**src/rtl/mac8_pkg.sv**
```systemverilog
// Shared types and constants for the mac8 dot-product sequencer and its accumulator.
package mac8_pkg;

  localparam int DIN_W = 8;
  localparam int ACC_W = 16;

  // Fixed encodings keep the state values stable for older tools and waveform scripts.
  localparam logic [1:0] S_IDLE = 2'd0;
  localparam logic [1:0] S_RUN  = 2'd1;
  localparam logic [1:0] S_DONE = 2'd2;

  typedef enum logic [1:0] {
    IDLE = S_IDLE,
    RUN  = S_RUN,
    DONE = S_DONE
  } state_e;

  localparam state_e           STATE_RST = IDLE;
  localparam logic [ACC_W-1:0] ACC_RST   = '0;
  localparam logic             FLAG_RST  = 1'b0;

endpackage

```
**src/rtl/mac8_seq_if.sv**
```systemverilog
// Command, operand and result signals of the mac8 sequencer.
// The master modport is the job owner; the slave modport is the sequencer.
interface mac8_seq_if #(
  parameter int LEN_W = 4
);
  import mac8_pkg::*;

  logic             start;
  logic [LEN_W-1:0] len;
  logic             busy;
  logic             in_valid;
  logic             in_ready;
  logic [DIN_W-1:0] din0;
  logic [DIN_W-1:0] din1;
  logic             out_valid;
  logic             out_ready;
  logic [ACC_W-1:0] dout;
  logic             ovf;

  modport master (
    output start, len, in_valid, din0, din1, out_ready,
    input  busy, in_ready, out_valid, dout, ovf
  );

  modport slave (
    input  start, len, in_valid, din0, din1, out_ready,
    output busy, in_ready, out_valid, dout, ovf
  );

endinterface

```
**src/rtl/mac8_acc.sv**
```systemverilog
// 8x8 unsigned multiplier feeding a wrapping 16-bit accumulator.
// The carry out of each accumulation is reported combinationally for the caller's sticky flag.
module mac8_acc
  import mac8_pkg::*;
(
  input  logic             clk,
  input  logic             rst,
  input  logic             clr,
  input  logic             en,
  input  logic [DIN_W-1:0] din0,
  input  logic [DIN_W-1:0] din1,
  output logic [ACC_W-1:0] acc,
  output logic             carry
);

  logic [ACC_W-1:0] prod;
  logic [ACC_W:0]   sum;

  assign prod  = {{(ACC_W-DIN_W){1'b0}}, din0} * {{(ACC_W-DIN_W){1'b0}}, din1};
  assign sum   = {1'b0, acc} + {1'b0, prod};
  assign carry = en & sum[ACC_W];

  // Clear wins over enable so that a new job never inherits a stale sum.
  always_ff @(posedge clk or negedge rst) begin
    if (!rst) begin
      acc <= ACC_RST;
    end else if (clr) begin
      acc <= ACC_RST;
    end else if (en) begin
      acc <= sum[ACC_W-1:0];
    end
  end

endmodule

```
**src/rtl/mac8_seq.sv**
```systemverilog
// Dot-product sequencer: takes a start/len command, streams len operand pairs into
// mac8_acc and presents the 16-bit sum with a sticky overflow flag.
module mac8_seq
  import mac8_pkg::*;
#(
  parameter int LEN_W = 4
) (
  input  logic     clk,
  input  logic     rst,
  mac8_seq_if.slave bus
);

  state_e           state;
  state_e           state_nxt;
  logic [LEN_W-1:0] cnt;
  logic             ovf_q;
  logic             accept_start;
  logic             hs_in;
  logic             last_pair;
  logic             carry;
  logic [ACC_W-1:0] acc;

  assign accept_start = (state == IDLE) & bus.start;
  assign hs_in        = (state == RUN) & bus.in_valid;
  assign last_pair    = hs_in & (cnt == LEN_W'(1));

  always_comb begin
    state_nxt = state;
    case (state)
      IDLE:    if (bus.start) state_nxt = (bus.len == '0) ? DONE : RUN;
      RUN:     if (last_pair) state_nxt = DONE;
      DONE:    if (bus.out_ready) state_nxt = IDLE;
      default: state_nxt = IDLE;
    endcase
  end

  always_ff @(posedge clk or negedge rst) begin
    if (!rst) begin
      state <= STATE_RST;
    end else begin
      state <= state_nxt;
    end
  end

  always_ff @(posedge clk or negedge rst) begin
    if (!rst) begin
      cnt <= '0;
    end else if (accept_start) begin
      cnt <= bus.len;
    end else if (hs_in) begin
      cnt <= cnt - LEN_W'(1);
    end
  end

  // Overflow is sticky across the job and only cleared by the next accepted start.
  always_ff @(posedge clk or negedge rst) begin
    if (!rst) begin
      ovf_q <= FLAG_RST;
    end else if (accept_start) begin
      ovf_q <= 1'b0;
    end else if (carry) begin
      ovf_q <= 1'b1;
    end
  end

  mac8_acc u_acc (
    .clk   (clk),
    .rst   (rst),
    .clr   (accept_start),
    .en    (hs_in),
    .din0  (bus.din0),
    .din1  (bus.din1),
    .acc   (acc),
    .carry (carry)
  );

  assign bus.busy      = (state != IDLE);
  assign bus.in_ready  = (state == RUN);
  assign bus.out_valid = (state == DONE);
  assign bus.dout      = acc;
  assign bus.ovf       = ovf_q;

endmodule

```
**src/flat_wrapper.sv**
```systemverilog
// flat-port wrapper written by rule: the top's interface ports become plain ports
module mac8_seq_flat import mac8_pkg::*;
#(
  parameter int LEN_W = 4
)
  (clk, rst, bus_start, bus_len, bus_in_valid, bus_din0, bus_din1, bus_out_ready, bus_busy, bus_in_ready, bus_out_valid, bus_dout, bus_ovf);
  mac8_seq_if #(.LEN_W(LEN_W)) bus_i ();
  input  logic clk;
  input  logic rst;
  input wire logic [$bits(bus_i.start)-1:0] bus_start;
  input wire logic [$bits(bus_i.len)-1:0] bus_len;
  input wire logic [$bits(bus_i.in_valid)-1:0] bus_in_valid;
  input wire logic [$bits(bus_i.din0)-1:0] bus_din0;
  input wire logic [$bits(bus_i.din1)-1:0] bus_din1;
  input wire logic [$bits(bus_i.out_ready)-1:0] bus_out_ready;
  output wire logic [$bits(bus_i.busy)-1:0] bus_busy;
  output wire logic [$bits(bus_i.in_ready)-1:0] bus_in_ready;
  output wire logic [$bits(bus_i.out_valid)-1:0] bus_out_valid;
  output wire logic [$bits(bus_i.dout)-1:0] bus_dout;
  output wire logic [$bits(bus_i.ovf)-1:0] bus_ovf;
  assign bus_i.start = bus_start;
  assign bus_i.len = bus_len;
  assign bus_i.in_valid = bus_in_valid;
  assign bus_i.din0 = bus_din0;
  assign bus_i.din1 = bus_din1;
  assign bus_i.out_ready = bus_out_ready;
  assign bus_busy = bus_i.busy;
  assign bus_in_ready = bus_i.in_ready;
  assign bus_out_valid = bus_i.out_valid;
  assign bus_dout = bus_i.dout;
  assign bus_ovf = bus_i.ovf;
  mac8_seq #(.LEN_W(LEN_W)) u_core (.clk(clk), .rst(rst), .bus(bus_i));
endmodule
```
**config.mk**
```make
export PLATFORM = sky130hd
export DESIGN_NAME = mac8_seq_flat
export DESIGN_NICKNAME = d
export VERILOG_FILES = /design/src/rtl/mac8_pkg.sv /design/src/rtl/mac8_seq_if.sv /design/src/rtl/mac8_acc.sv /design/src/rtl/mac8_seq.sv /design/src/flat_wrapper.sv
export SDC_FILE = /design/constraint.sdc
export NUM_CORES = 1
export LEC_CHECK = 0
export CAP_MARGIN = 0
export CORE_MARGIN = 2
export CORE_UTILIZATION = 56
export CTS_BUF_LIST = sky130_fd_sc_hd__clkbuf_4
export CTS_CLUSTER_SIZE = 40
export DETAILED_ROUTE_END_ITERATION = 8
export DONT_BUFFER_PORTS = 1
export GPL_TIMING_DRIVEN = 0
export HOLD_SLACK_MARGIN = 0.1
export PLACE_DENSITY_LB_ADDON = 0.05
export SLEW_MARGIN = 5
export SYNTH_ARGS = -nofsm -noshare
export SYNTH_HDL_FRONTEND = slang
export SYNTH_SLANG_ARGS = --single-unit
```
**constraint.sdc**
```tcl
create_clock -name clk -period 6.9 [get_ports clk]
set_input_delay 1.725 -clock clk [delete_from_list [all_inputs] [get_ports clk]]
set_output_delay 1.725 -clock clk [all_outputs]
set_load 0.005 [all_outputs]
```
Word level (Yosys, flattened, before mapping)
Index checks and enable logic that the tools add are counted.
{"block": "totals", "register_bits": 23, "input_bits": 25, "output_inout_bits": 20, "wordCells": 34}
{"block": "op_classes", "n_addsub": 2, "n_mul": 1, "eq_ne": 6, "n_mux": 11, "n_bitwise": 4, "n_reduce_logical": 6}
{"op": "2-to-1 mux 16 bit", "count": 2}
{"op": "adder 16 x 16 -> 17 bit", "count": 1}
{"op": "multiplier 8 x 8 -> 16 bit", "count": 1}
{"op": "2-to-1 mux 2 bit", "count": 4}
{"op": "2-to-1 mux 4 bit", "count": 2}
{"op": "case mux 2 bit (3 select lines)", "count": 1}
{"op": "nonzero test 2 bit", "count": 3}
{"op": "AND 1 bit", "count": 4}
{"op": "== test 4 x 1 -> 1 bit (second input constant)", "count": 1}
{"op": "zero test 4 bit", "count": 1}
{"op": "!= test 2 bit (second input constant)", "count": 2}
{"op": "subtractor 4 x 1 -> 4 bit (second input constant)", "count": 1}
{"op": "AND reduction 3 bit", "count": 1}
{"op": "== test 2 x 1 -> 1 bit (second input constant)", "count": 1}
{"op": "== test 2 bit (second input constant)", "count": 1}
{"op": "zero test 2 bit", "count": 1}
{"op": "2-to-1 mux 1 bit", "count": 2}
{"op": "!= test 2 x 1 -> 1 bit (second input constant)", "count": 1}

Longest topological paths before layout
{"block": "depth", "depth_word": 5, "depth_mapped": 17, "depth_no_buf": 16}

Hierarchy
Synthesis repeated with hierarchy kept, for this count alone.
{"block": "hier_totals", "hier_cells": 423, "area_unflattened_um2": 3767.4}
{"module": "mac8_acc", "instances": 1, "cells_each": 383, "area_per_inst_um2": 3335.7, "seq_area_each_um2": 400.4}
{"module": "mac8_seq", "instances": 1, "cells_each": 40, "area_per_inst_um2": 431.7, "seq_area_each_um2": 175.2}

Least setup slack after synthesis
Ideal clock, no wire load.
{"block": "synth_timing", "kind": "in2reg", "from": "in bus_din1[1]", "to": "reg u_core.u_acc.acc[14]", "setup_time_ns": 0.127, "t_arrival_ns": 5.345, "t_required_ns": 6.773, "path_slack_ns": 1.429, "stages": 16, "path_buffers": 1, "cell_sequence": "clkbuf_1 > nand2_1 > fa_1 > inv_1 > fa_1 > inv_1 > fa_1 > fa_1 > inv_1 > ha_1 > a21o_1 > a21oi_2 > a21o_2 > a31o_1 > mux2i_1 > nand3_1"}
{"block": "synth_via", "elab_chain_len": 4}
{"element": "start: declaration", "line": "flat_wrapper.sv:14", "source": "input wire logic [$bits(bus_i.din1)-1:0] bus_din1;"}
{"element": "multiplier 8 x 8 -> 16 bit", "line": "mac8_acc.sv:19", "source": "assign prod = {{(ACC_W-DIN_W){1'b0}}, din0} * {{(ACC_W-DIN_W){1'b0}}, din1};"}
{"element": "adder 16 x 16 -> 17 bit", "line": "mac8_acc.sv:20", "source": "assign sum = {1'b0, acc} + {1'b0, prod};"}
{"element": "2-to-1 mux 16 bit", "line": "mac8_acc.sv:29", "source": "end else if (en) begin"}
{"element": "2-to-1 mux 16 bit", "line": "mac8_acc.sv:27", "source": "end else if (clr) begin"}
{"element": "end signal: assignment", "line": "mac8_acc.sv:30", "source": "acc <= sum[ACC_W-1:0];"}
{"element": "end: declaration", "line": "mac8_acc.sv:12", "source": "output logic [ACC_W-1:0] acc,"}
No other way between the ends. The select of a mux whose other input is x is not followed.
A chain may end at the register's enable or synchronous reset.

Worst setup path in the final report
{"block": "layout_timing", "from": "in bus_din1[1]", "to": "reg u_core.u_acc.acc[13]"}
Same word-level chain as after synthesis.

==> impl_results.md <==
- CTS clk-pin slew, worst paths: about 0.13 ns
- Crit. Startpoint: bus_din1[1]
- Worst slack on hold paths: 0.516 ns
- Post-Syn Nets: between 500 and 600
- Fin cells: roughly 480
- Vias in the first global route: 2632
- Crit path kind: in2reg
- Iter 0 DRT Violations: 64
- Total gr overflow: 0
- Final worst setup slack: ~1.4 ns
- Total GRT Usage: around 22%
- Routed WL: slightly below 7000 microns
- Met3 wire len: 269 microns
- Die Y: 83.8 microns
- Die width: 83.8 microns
- Syn. warnings: 0
- Worst-Margin Slew: 0.468 ns
- Wire length per cell: around 14 microns
- Global placement routability congestion: roughly 0.8
- CP max FO: 8
- CP Data Required Time: just over 7 ns
- Total CTS buffers: 3
- Reg-to-reg startpoint: u_core.u_acc.acc[6]$_DFFE_PN0P_
- Syn avg cell area: 8.84 sq um
- # diodes: 0
- Critical path's slowest cell: fa_1
- Mapped cell area: roughly 3600 sq um
- Die area: roughly 7000 sq um
- Max transition margin: roughly 69%
- Most frequent cells in the layout: inv_1 (103), nand2_1 (51), fa_1 (51)
- Wire length on met1: roughly 3400 microns
- DP HPWL: around 6000 microns
- Core area: between 6000 and 7000 sq um
- Ports: 45
- Worst hold path type: reg2reg
- First-pass GRT wire length: about 13000 microns
- Worst-skew pair later-pin latency: 0.30 ns
- Seq/Total Area, Yosys: between 10% and 20%
- Max VDD drop: around 0.24 mV
- Critical Path Source Type: input port
- RSZ-0062 raised after global routing: no
- LEAKAGE: approximately 2 nW
- Largest net degree at the start of global routing: 24
- Max Cap Viol: 0
- Status: completed
- Placed cell area: between 3000 and 4000 sq um
- Initial antenna violation count: 0
- Crit share post-route: between 70 and 80%
- Most common library cell in the layout ignoring fill and taps: inv_1
- CP bufs+invs: 4
- Crit path max-delay family: adder cells
- Unique cell type count in the Yosys netlist: 42
- Max layer used: met4
- Initial Utilization: 57.1%
- Post-route ant nets: 0
- IO Port Bufs: 0
- Critical Path AT: roughly 5.7 ns
- Final net count: about 520
- Final setup vio count: 0
- Finished Cell Area: 3690 sq um
- Hold_buf cts: 0
- First-pass iteration count of the detailed router: 4
- Met2 WL: ~3300 microns
- CTS resizes: 0
- Power Dens Cells: around 430 nW/um^2
- Most frequent CP cell: fa_1
- Fillers: approximately 600
- Row cnt: 29
- Placed insts: 480
- Final Hold Fails: 0
- Ratio of cells with drive above 1 in the final layout: approximately 3.7%
- Skew final: between 0.007 and 0.008 ns
- Crit. End Element: flop
- Hold path start: u_core.cnt[3]$_DFFE_PN0P_
- Post-place setup slack: about 1.1 ns
- Core Util, Final: 59.1%
- Vias per std cell: between 5 and 6
- CTS Buffer Depth: 2
- Achievable Freq: between 0.15 and 0.2 GHz
- Area grow syn2layout: 3.55%
- Setup TNS: 0 ns
- Pwr Total: 1.59 mW
- Root buffer cell: clkbuf_4
- Post-Synthesis Cells: 403
- CP Cell Sequence: clkbuf_1, nand2_1, fa_1, inv_1, fa_1, inv_1, fa_1, fa_1, inv_1, ha_1, o21a_1, a21oi_2, a21oi_2, a31oi_1, xor2_1, o21ai_1
- Max incr delay on CP: ~0.57 ns
- Final slew viol count: 0
- TritonCTS Sinks: 23
- Post-CTS Setup Inserts: 0
- Via count: ~2500
- CTS tree: built
- H-tree depth: 1
- Yosys reg bits: 23
- Drt drc: 0
- Minimum clock period: 5.46 ns
-- synthesized netlist by cell type (all sizes together) --
library cell | number | area share (%)
inv | 103 | 11
fa | 51 | 29
nand2 | 51 | 5.4
ha | 38 | 13
and2 | 37 | 6.5
dfrtp | 23 | 16
o21ai | 17 | 2.4
a21oi | 11 | 2.0
nor2 | 10 | 1.1
a21o | 8 | 1.7
a22o | 5 | 1.2
xnor2 | 5 | 1.2
xor2 | 5 | 1.2
nor2b | 4 | 0.91
nor3b | 4 | 0.98
o21a | 4 | 0.84
buf | 3 | 0.77
clkbuf | 3 | 0.32
a221o | 2 | 0.56
a31oi | 2 | 0.35
nor3 | 2 | 0.28
o211ai | 2 | 0.42
a211o | 1 | 0.25
a211oi | 1 | 0.21
a31o | 1 | 0.25
a32oi | 1 | 0.25
and2b | 1 | 0.21
and3 | 1 | 0.18
mux2i | 1 | 0.28
nand3 | 1 | 0.14
nand4 | 1 | 0.18
nand4b | 1 | 0.25
nor4 | 1 | 0.18
o21bai | 1 | 0.21
o31ai | 1 | 0.21
-- report_power, final --
part           internal, mW  total (mW)  switching, mW
logic                 0.561        1.27          0.708
clock network        0.0264      0.0653         0.0389
registers             0.192       0.253         0.0610
-- registers in the layout (all words and copies together), names as in the netlist --
register,flops
u_core.bus.ovf,1
u_core.u_acc.acc,16
u_core.state,2
u_core.cnt,4
-- final timing paths --
kind,end,slack (ns),cells after the start
worst max register to register,u_core.u_acc.acc[13]$_DFFE_PN0P_,2.72,15
worst max-delay path,u_core.u_acc.acc[13]$_DFFE_PN0P_,1.44,16
max in group asynchronous,u_core.u_acc.acc[5]$_DFFE_PN0P_,5.73,0
worst min-delay path,u_core.cnt[3]$_DFFE_PN0P_,0.52,1
min in group asynchronous,u_core.u_acc.acc[9]$_DFFE_PN0P_,1.09,0
worst min register to register,u_core.cnt[3]$_DFFE_PN0P_,0.52,1
-- cell families (layout without fill, tap and decap cells) --
kind of cell	Yosys count	after routing	synth area share (%)
simple gates	114	114	16.3
buf+inv	109	113	11.9
compound gates	57	57	10.9
mux	1	1	0.281
fa+ha+maj	89	89	42.0
xor+xnor	10	10	2.46
flops	23	23	16.2
-- per-layer routing --
metal,global-route usage (%),vias to the layer above
met3,2.08,4
met4,3.52,0
met2,35.1,43
met1,32.9,1226
met5,0,-
li1,-,1248
-- final cells by class --
class | instances | area, sq um | share of cell area, %
Multi-Input combinational cell | 271 | 2560 | 69.4
Tap cell | 77 | 96.3 | 2.61
Sequential cell | 23 | 576 | 15.6
Inverter | 103 | 387 | 10.5
Buffer | 6 | 38.8 | 1.05
Clock buffer | 4 | 30.0 | 0.814
(Power assumes the default switching activity.)
